### src/rtl/lsu_mem_ctrl_if.sv
// ---------------------------------------------------------------------------
// lsu_mem_ctrl_if.sv
// Purpose : Bundles for the load/store controller.
//   lsu_req_if  - MEM-stage request/response channel (pipeline is master).
//   lsu_dmem_if - data-memory req/ack bus (controller is master).
// Ports   : none. All signals are carried through the master/slave modports.
// ---------------------------------------------------------------------------

interface lsu_req_if;
    logic        req_valid;
    logic        req_ready;
    logic        req_we;
    logic [31:0] req_addr;
    logic [31:0] req_wdata;
    logic [3:0]  wsel;
    logic        W;
    logic        HW;
    logic        unsign;
    logic        stall;
    logic        resp_valid;
    logic [31:0] resp_rdata;
    logic        resp_err;

    modport master (
        output req_valid, req_we, req_addr, req_wdata, wsel, W, HW, unsign,
        input  req_ready, stall, resp_valid, resp_rdata, resp_err
    );

    modport slave (
        input  req_valid, req_we, req_addr, req_wdata, wsel, W, HW, unsign,
        output req_ready, stall, resp_valid, resp_rdata, resp_err
    );
endinterface

interface lsu_dmem_if;
    logic        dmem_req;
    logic        dmem_we;
    logic [31:0] dmem_addr;
    logic [3:0]  dmem_be;
    logic [31:0] dmem_wdata;
    logic        dmem_ack;
    logic [31:0] dmem_rdata;

    modport master (
        output dmem_req, dmem_we, dmem_addr, dmem_be, dmem_wdata,
        input  dmem_ack, dmem_rdata
    );

    modport slave (
        input  dmem_req, dmem_we, dmem_addr, dmem_be, dmem_wdata,
        output dmem_ack, dmem_rdata
    );
endinterface

### src/rtl/lsu_mem_ctrl.sv
// ---------------------------------------------------------------------------
// lsu_mem_ctrl.sv
// Purpose : MEM-stage load/store controller. Runs one data-memory bus
//           transaction per request, stalls the pipeline meanwhile, extends
//           load data and lane-shifts store data.
// Ports   :
//   clk   - clock, rising edge
//   reset - synchronous, active-high
//   req   - lsu_req_if.slave  : request (addr/data/wsel/W/HW/unsign),
//                               req_ready, stall, resp_valid/rdata/err
//   dmem  - lsu_dmem_if.master: dmem_req/we/addr/be/wdata, dmem_ack/rdata
// Parameter : TIMEOUT_CYCLES (1..255) bus cycles to wait for dmem_ack.
// Option    : define LSU_MISALIGN_TRAP_EN to fail misaligned accesses
//             without a bus transaction.
// ---------------------------------------------------------------------------

module lsu_mem_ctrl #(
    parameter int unsigned TIMEOUT_CYCLES = 255
) (
    input  logic       clk,
    input  logic       reset,
    lsu_req_if.slave   req,
    lsu_dmem_if.master dmem
);

    localparam int unsigned CNT_W = 8;

    typedef enum logic [1:0] {IDLE, BUS, DONE} state_t;

    state_t state_q, state_d;

    logic [CNT_W-1:0] cnt_q;
    logic [1:0]       lat_lo_q;
    logic             lat_w_q;
    logic             lat_hw_q;
    logic             lat_unsign_q;
    logic             err_q;
    logic [31:0]      rdata_q;
    logic             dmem_we_q;
    logic [31:0]      dmem_addr_q;
    logic [3:0]       dmem_be_q;
    logic [31:0]      dmem_wdata_q;

    logic        ready_c;
    logic        stall_c;
    logic        resp_valid_c;
    logic        dmem_req_c;
    logic        accept_c;
    logic        trap_c;
    logic        ack_c;
    logic        timeout_c;
    logic [31:0] store_data_c;
    logic [31:0] load_data_c;
    logic [7:0]  load_byte_c;
    logic [15:0] load_half_c;

    // State register
    always_ff @(posedge clk) begin
        if (reset) begin
            state_q <= IDLE;
        end else begin
            state_q <= state_d;
        end
    end

    // Next state and state-decoded outputs
    always_comb begin
        state_d      = state_q;
        ready_c      = 1'b0;
        stall_c      = 1'b0;
        resp_valid_c = 1'b0;
        dmem_req_c   = 1'b0;
        accept_c     = 1'b0;
        trap_c       = 1'b0;
        ack_c        = 1'b0;
        timeout_c    = 1'b0;
        case (state_q)
            IDLE: begin
                ready_c = 1'b1;
                stall_c = req.req_valid;
                if (req.req_valid) begin
                    accept_c = 1'b1;
                    state_d  = BUS;
`ifdef LSU_MISALIGN_TRAP_EN
                    if ((req.W && (req.req_addr[1:0] != 2'b00)) ||
                        (req.HW && req.req_addr[0])) begin
                        trap_c  = 1'b1;
                        state_d = DONE;
                    end
`endif
                end
            end
            BUS: begin
                stall_c    = 1'b1;
                dmem_req_c = 1'b1;
                // Ack takes priority over a coincident timeout
                if (dmem.dmem_ack) begin
                    ack_c   = 1'b1;
                    state_d = DONE;
                end else if (cnt_q == CNT_W'(TIMEOUT_CYCLES - 1)) begin
                    timeout_c = 1'b1;
                    state_d   = DONE;
                end
            end
            DONE: begin
                resp_valid_c = 1'b1;
                state_d      = IDLE;
            end
            default: state_d = IDLE;
        endcase
    end

    // Store lane shift from the live request
    always_comb begin
        store_data_c = req.req_wdata;
        if (!req.W) begin
            if (req.HW) begin
                store_data_c = req.req_wdata << {req.req_addr[1], 4'b0000};
            end else begin
                store_data_c = req.req_wdata << {req.req_addr[1:0], 3'b000};
            end
        end
    end

    // Load lane select and extension from the latched flags
    always_comb begin
        load_byte_c = dmem.dmem_rdata[{lat_lo_q, 3'b000} +: 8];
        load_half_c = dmem.dmem_rdata[{lat_lo_q[1], 4'b0000} +: 16];
        load_data_c = dmem.dmem_rdata;
        if (!lat_w_q) begin
            if (lat_hw_q) begin
                load_data_c = {{16{~lat_unsign_q & load_half_c[15]}}, load_half_c};
            end else begin
                load_data_c = {{24{~lat_unsign_q & load_byte_c[7]}}, load_byte_c};
            end
        end
    end

    // Request latch, timeout counter and response capture
    always_ff @(posedge clk) begin
        if (reset) begin
            cnt_q        <= '0;
            lat_lo_q     <= '0;
            lat_w_q      <= 1'b0;
            lat_hw_q     <= 1'b0;
            lat_unsign_q <= 1'b0;
            err_q        <= 1'b0;
            rdata_q      <= '0;
            dmem_we_q    <= 1'b0;
            dmem_addr_q  <= '0;
            dmem_be_q    <= '0;
            dmem_wdata_q <= '0;
        end else begin
            if (accept_c) begin
                cnt_q        <= '0;
                lat_lo_q     <= req.req_addr[1:0];
                lat_w_q      <= req.W;
                lat_hw_q     <= req.HW;
                lat_unsign_q <= req.unsign;
                err_q        <= trap_c;
                rdata_q      <= '0;
                dmem_we_q    <= req.req_we;
                dmem_addr_q  <= {req.req_addr[31:2], 2'b00};
                dmem_be_q    <= req.req_we ? req.wsel : 4'b1111;
                dmem_wdata_q <= store_data_c;
            end
            if (state_q == BUS && !dmem.dmem_ack) begin
                cnt_q <= cnt_q + CNT_W'(1);
            end
            if (ack_c) begin
                rdata_q <= dmem_we_q ? 32'h0 : load_data_c;
            end
            if (timeout_c) begin
                err_q <= 1'b1;
            end
        end
    end

    assign req.req_ready   = ready_c;
    assign req.stall       = stall_c;
    assign req.resp_valid  = resp_valid_c;
    assign req.resp_rdata  = rdata_q;
    assign req.resp_err    = err_q;
    assign dmem.dmem_req   = dmem_req_c;
    assign dmem.dmem_we    = dmem_we_q;
    assign dmem.dmem_addr  = dmem_addr_q;
    assign dmem.dmem_be    = dmem_be_q;
    assign dmem.dmem_wdata = dmem_wdata_q;

endmodule

### src/flat_wrapper.sv
// flat-port wrapper written by rule: the top's interface ports become plain ports
module lsu_mem_ctrl_flat 
#(
    parameter int unsigned TIMEOUT_CYCLES = 255
)
  (clk, reset, req_req_valid, req_req_we, req_req_addr, req_req_wdata, req_wsel, req_W, req_HW, req_unsign, req_req_ready, req_stall, req_resp_valid, req_resp_rdata, req_resp_err, dmem_dmem_req, dmem_dmem_we, dmem_dmem_addr, dmem_dmem_be, dmem_dmem_wdata, dmem_dmem_ack, dmem_dmem_rdata);
  lsu_req_if req_i ();
  lsu_dmem_if dmem_i ();
  input  logic clk;
  input  logic reset;
  input wire logic [$bits(req_i.req_valid)-1:0] req_req_valid;
  input wire logic [$bits(req_i.req_we)-1:0] req_req_we;
  input wire logic [$bits(req_i.req_addr)-1:0] req_req_addr;
  input wire logic [$bits(req_i.req_wdata)-1:0] req_req_wdata;
  input wire logic [$bits(req_i.wsel)-1:0] req_wsel;
  input wire logic [$bits(req_i.W)-1:0] req_W;
  input wire logic [$bits(req_i.HW)-1:0] req_HW;
  input wire logic [$bits(req_i.unsign)-1:0] req_unsign;
  output wire logic [$bits(req_i.req_ready)-1:0] req_req_ready;
  output wire logic [$bits(req_i.stall)-1:0] req_stall;
  output wire logic [$bits(req_i.resp_valid)-1:0] req_resp_valid;
  output wire logic [$bits(req_i.resp_rdata)-1:0] req_resp_rdata;
  output wire logic [$bits(req_i.resp_err)-1:0] req_resp_err;
  output wire logic [$bits(dmem_i.dmem_req)-1:0] dmem_dmem_req;
  output wire logic [$bits(dmem_i.dmem_we)-1:0] dmem_dmem_we;
  output wire logic [$bits(dmem_i.dmem_addr)-1:0] dmem_dmem_addr;
  output wire logic [$bits(dmem_i.dmem_be)-1:0] dmem_dmem_be;
  output wire logic [$bits(dmem_i.dmem_wdata)-1:0] dmem_dmem_wdata;
  input wire logic [$bits(dmem_i.dmem_ack)-1:0] dmem_dmem_ack;
  input wire logic [$bits(dmem_i.dmem_rdata)-1:0] dmem_dmem_rdata;
  assign req_i.req_valid = req_req_valid;
  assign req_i.req_we = req_req_we;
  assign req_i.req_addr = req_req_addr;
  assign req_i.req_wdata = req_req_wdata;
  assign req_i.wsel = req_wsel;
  assign req_i.W = req_W;
  assign req_i.HW = req_HW;
  assign req_i.unsign = req_unsign;
  assign req_req_ready = req_i.req_ready;
  assign req_stall = req_i.stall;
  assign req_resp_valid = req_i.resp_valid;
  assign req_resp_rdata = req_i.resp_rdata;
  assign req_resp_err = req_i.resp_err;
  assign dmem_dmem_req = dmem_i.dmem_req;
  assign dmem_dmem_we = dmem_i.dmem_we;
  assign dmem_dmem_addr = dmem_i.dmem_addr;
  assign dmem_dmem_be = dmem_i.dmem_be;
  assign dmem_dmem_wdata = dmem_i.dmem_wdata;
  assign dmem_i.dmem_ack = dmem_dmem_ack;
  assign dmem_i.dmem_rdata = dmem_dmem_rdata;
  lsu_mem_ctrl #(.TIMEOUT_CYCLES(TIMEOUT_CYCLES)) u_core (.clk(clk), .reset(reset), .req(req_i), .dmem(dmem_i));
endmodule
### config.mk
export PLATFORM = sky130hd
export DESIGN_NAME = lsu_mem_ctrl_flat
export DESIGN_NICKNAME = d
export VERILOG_FILES = /design/src/rtl/lsu_mem_ctrl_if.sv /design/src/rtl/lsu_mem_ctrl.sv /design/src/flat_wrapper.sv
export SDC_FILE = /design/constraint.sdc
export NUM_CORES = 1
export LEC_CHECK = 0
export CAP_MARGIN = 20
export CORE_MARGIN = 2
export CORE_UTILIZATION = 43
export CTS_CLUSTER_SIZE = 40
export DETAILED_ROUTE_END_ITERATION = 7
export GPL_TIMING_DRIVEN = 0
export HOLD_SLACK_MARGIN = 0.06
export MAX_ROUTING_LAYER = met4
export PLACE_DENSITY = 0.88
export SETUP_SLACK_MARGIN = 0.3
export SLEW_MARGIN = 15
export SYNTH_ARGS = -nofsm -noshare
export SYNTH_HDL_FRONTEND = slang
export SYNTH_SLANG_ARGS = --single-unit
### constraint.sdc
create_clock -name clk -period 2.3 [get_ports clk]
set_input_delay 0.46 -clock clk [delete_from_list [all_inputs] [get_ports clk]]
set_output_delay 0.46 -clock clk [all_outputs]
set_load 0.005 [all_outputs]
==> impl_metrics.json <==
{
  "netlist_area_um2": 5180,
  "worstRegToRegCells": 7,
  "power_density_nw_per_um2": 751,
  "setup_tns_ns": 0,
  "hold_end": "u_core.dmem.dmem_addr[10]",
  "vias": 5593,
  "status": "finished clean",
  "final_antenna_net_count": 0,
  "fmax_ghz": 0.498,
  "clk_transition_reported_paths_ns": 0.05,
  "synth_top_area_share_pct": 44.4,
  "drv_cap": 0,
  "synth_top_area_cell": "dfxtp_1",
  "dr.pass1.iters": 6,
  "regToRegStartpoint": "u_core.state_q[1]",
  "post-route-min-period_ns": 2.01,
  "syn_inst": 607,
  "cts-root-buf": "clkbuf_16",
  "synthTopCellsByArea": "dfxtp_1 44%, nand2_1 9.0%, a21oi_1 5.7%",
  "cts_tree": "yes",
  "wirelength_mm": 17.5,
  "total_leakage_power_nw": 3.00,
  "worstSetupStartpointType": "input pin",
  "grt-ovfl-total": 0,
  "synth_seq_cells": 115,
  "via_per_inst": 5.60,
  "fin_skew_ns": 0.00443,
  "place.gp.congestion": 0.992,
  "async_flop_share_pct": 0,
  "clk_latency_ns": 0.41,
  "antenna_found_initial": 0,
  "ctsHtreeMaxLevel": 4,
  "endpoint_kind": "register",
  "die_h_um": 114,
  "peakVddDrop_v": 0.000551,
  "yosysWarningCount": 0,
  "worst_slew_pin_slew_ns": 0.748,
  "worstPathArrival_ns": 2.27,
  "cts_buffers": 17,
  "clockBufferDepth": 2,
  "cts.hold.buffers_added": 0,
  "pre_cts_slack_ns": -0.158,
  "fin_crit_sh_pct": 87.2,
  "wire_per_inst_um": 17.5,
  "finalHoldViolCount": 0,
  "worstPathRequired_ns": 2.56,
  "start_util_pct": 43.5,
  "drive_above_1_share_pct": 12.7,
  "layout.nets": 950,
  "die_x_um": 114,
  "drt_iter0_drc": 297,
  "totalPowerFinal_mw": 6.17,
  "grt_pass1_wl_mm": 27.0,
  "grt_max_degree": 17,
  "area_growth_pct": 58.5,
  "finalSetupViolations": 0,
  "yosys.cell_types.count": 53,
  "hpwlAfterDp_mm": 12.5,
  "port_buffers": 211,
  "die-area_um2": 12900,
  "slew_viol_final": 0,
  "row_count": 40,
  "fp.coreArea_um2": 11900,
  "regToRegEndpoint": "u_core.cnt_q[7]",
  "r2r_slack_ns": 0.47,
  "critical_path_class": "in -> reg",
  "relSlewSlack_pct": 50.0,
  "synth_flop_cell": "dfxtp_1",
  "track_usage_pct": 27.5,
  "avgSynthCellArea_um2": 8.54,
  "pin_count": 214,
  "whs_path_depth": 2,
  "drc": 0,
  "hp-start": "u_core.dmem.dmem_addr[10]",
  "first_global_vias": 5342,
  "cp_max_fo": 10,
  "clock-sinks": 115,
  "hp-class": "reg -> reg",
  "rsz0062_at_grt": "true",
  "synth_edf_count": 0,
  "ys_seq_area_share_pct": 44.4,
  "num_antenna_cells": 0,
  "finalWorstSetupSlack_ns": 0.293
}
-- worst max-delay path, stage by stage --
cell             delay, ns
clkdlybuf4s50_1       0.46
clkbuf_2              0.25
nor2b_1               0.08
buf_4                 0.17
mux2_2                0.24
o21ai_1               0.10
a2111oi_1             0.50
-- cells in the mapped netlist (3+ instances only) --
master     instances
buf_4              3
a2111oi_0          7
nand2b_1           3
a31oi_1           16
inv_1              5
a2bb2oi_1          8
mux2_2             5
a22oi_1            8
a31o_2             6
nand3_1           20
a21oi_1           59
nor4bb_1           8
mux2i_1           11
clkbuf_1          23
or3_1              9
nor2_1            32
a221o_1            7
o2bb2ai_1         15
o21ai_0            8
a211oi_1          10
nor3_1            21
buf_6              4
dfxtp_1          115
buf_2             22
a21bo_2            7
nor3b_1            7
nor2b_1            4
nand2_1          124
a221o_2           10
-- flip-flops by register name, indices dropped and copies added (netlist names) --
register and count:
u_core.dmem.dmem_we 1, u_core.req.resp_err 1, u_core.dmem.dmem_be 4, u_core.lat_lo_q 2
u_core.lat_hw_q 1, u_core.dmem.dmem_wdata 32, u_core.cnt_q 8, u_core.lat_unsign_q 1
u_core.state_q 2, u_core.dmem.dmem_addr 30, u_core.lat_w_q 1, u_core.req.resp_rdata 32
-- routing by layer --
| metal | track usage (%) | up-vias | wire [µm] |
|---|---|---|---|
| li1 | - | 2657 | - |
| met1 | 34.8 | 2610 | 7440 |
| met2 | 42.4 | 277 | 8250 |
| met3 | 7.28 | 49 | 1330 |
| met4 | 10.5 | 0 | 453 |
| met5 | - | - | 0 |
-- worst max-delay path by stage --
stage	start	end	slack, ns	cells after the start
2_1_floorplan	req_HW	u_core.dmem.dmem_wdata[31]	0.64	6
6_report	req_HW	u_core.dmem.dmem_wdata[31]	0.29	7
3_3_place_gp	req_HW	u_core.dmem.dmem_wdata[31]	-0.08	7
3_5_place_dp	req_HW	u_core.dmem.dmem_wdata[26]	-0.16	6
4_1_cts	dmem_dmem_ack	u_core.req.resp_rdata[30]	0.30	6
5_1_grt	req_HW	u_core.dmem.dmem_wdata[31]	0.26	7
-- cell usage in the layout (no fill, tap or decap), types with 7 or more instances in the layout --
cell type and instances:
nand2_1 124, a2bb2oi_1 8, a21oi_1 58, clkbuf_16 17, a31oi_1 16, buf_2 17, or3_1 9, a21bo_2 7
clkbuf_1 18, clkdlybuf4s50_1 207, nor3_1 21, o21ai_0 8, mux2i_1 11, nor3b_1 7, a211oi_1 10, dfxtp_1 114
a221o_2 10, a221o_1 7, o2bb2ai_1 15, nand3_1 20, nor2_1 31, nor4bb_1 8, a22oi_1 8
-- final cells by class --
class / count / area (µm²)
buffer: 54 / 292
clock buffer: 21 / 470
clock inverter: 10 / 203
fill: 956 / 3690
inverter: 5 / 18.8
multi-input combinational: 434 / 2620
sequential: 115 / 2300
tap: 147 / 184
timing repair buffer: 213 / 2130
-- timing repair --
item	4_1_cts	5_1_grt
endpoints found under the setup margin	7	49
gates resized for setup	7	21
buffers inserted	0	2
-- per-stage QoR --
stage | instance area, µm² | hold WS (ns) | instances | utilization (%)
floorplan | 5190 | 0.433 | 608 | -
global placement | 7480 | 0.441 | 966 | 62.8
detailed placement | 7480 | 0.446 | 966 | 62.8
CTS | 8160 | 0.452 | 997 | 68.5
global route | 8220 | 0.463 | 999 | 69.0
finish | 8220 | 0.450 | 999 | 69.0
-- cell families after synthesis --
family	synth area share, %
mux	3.21
fa+ha+maj	0.483
other cells	0.0723
buf+inv	5.65
compound gates	23.4
simple gates	22.7
flops	44.4
-- where the power goes --
group | leakage (nW) | switching [mW] | internal [mW] | total, mW
Sequential | 0.941 | 0.0675 | 2.11 | 2.18
Combinational | 1.73 | 0.458 | 0.529 | 0.987
Clock | 0.329 | 0.900 | 2.10 | 3.00
Note: power is estimated with default switching activity, not from simulation.
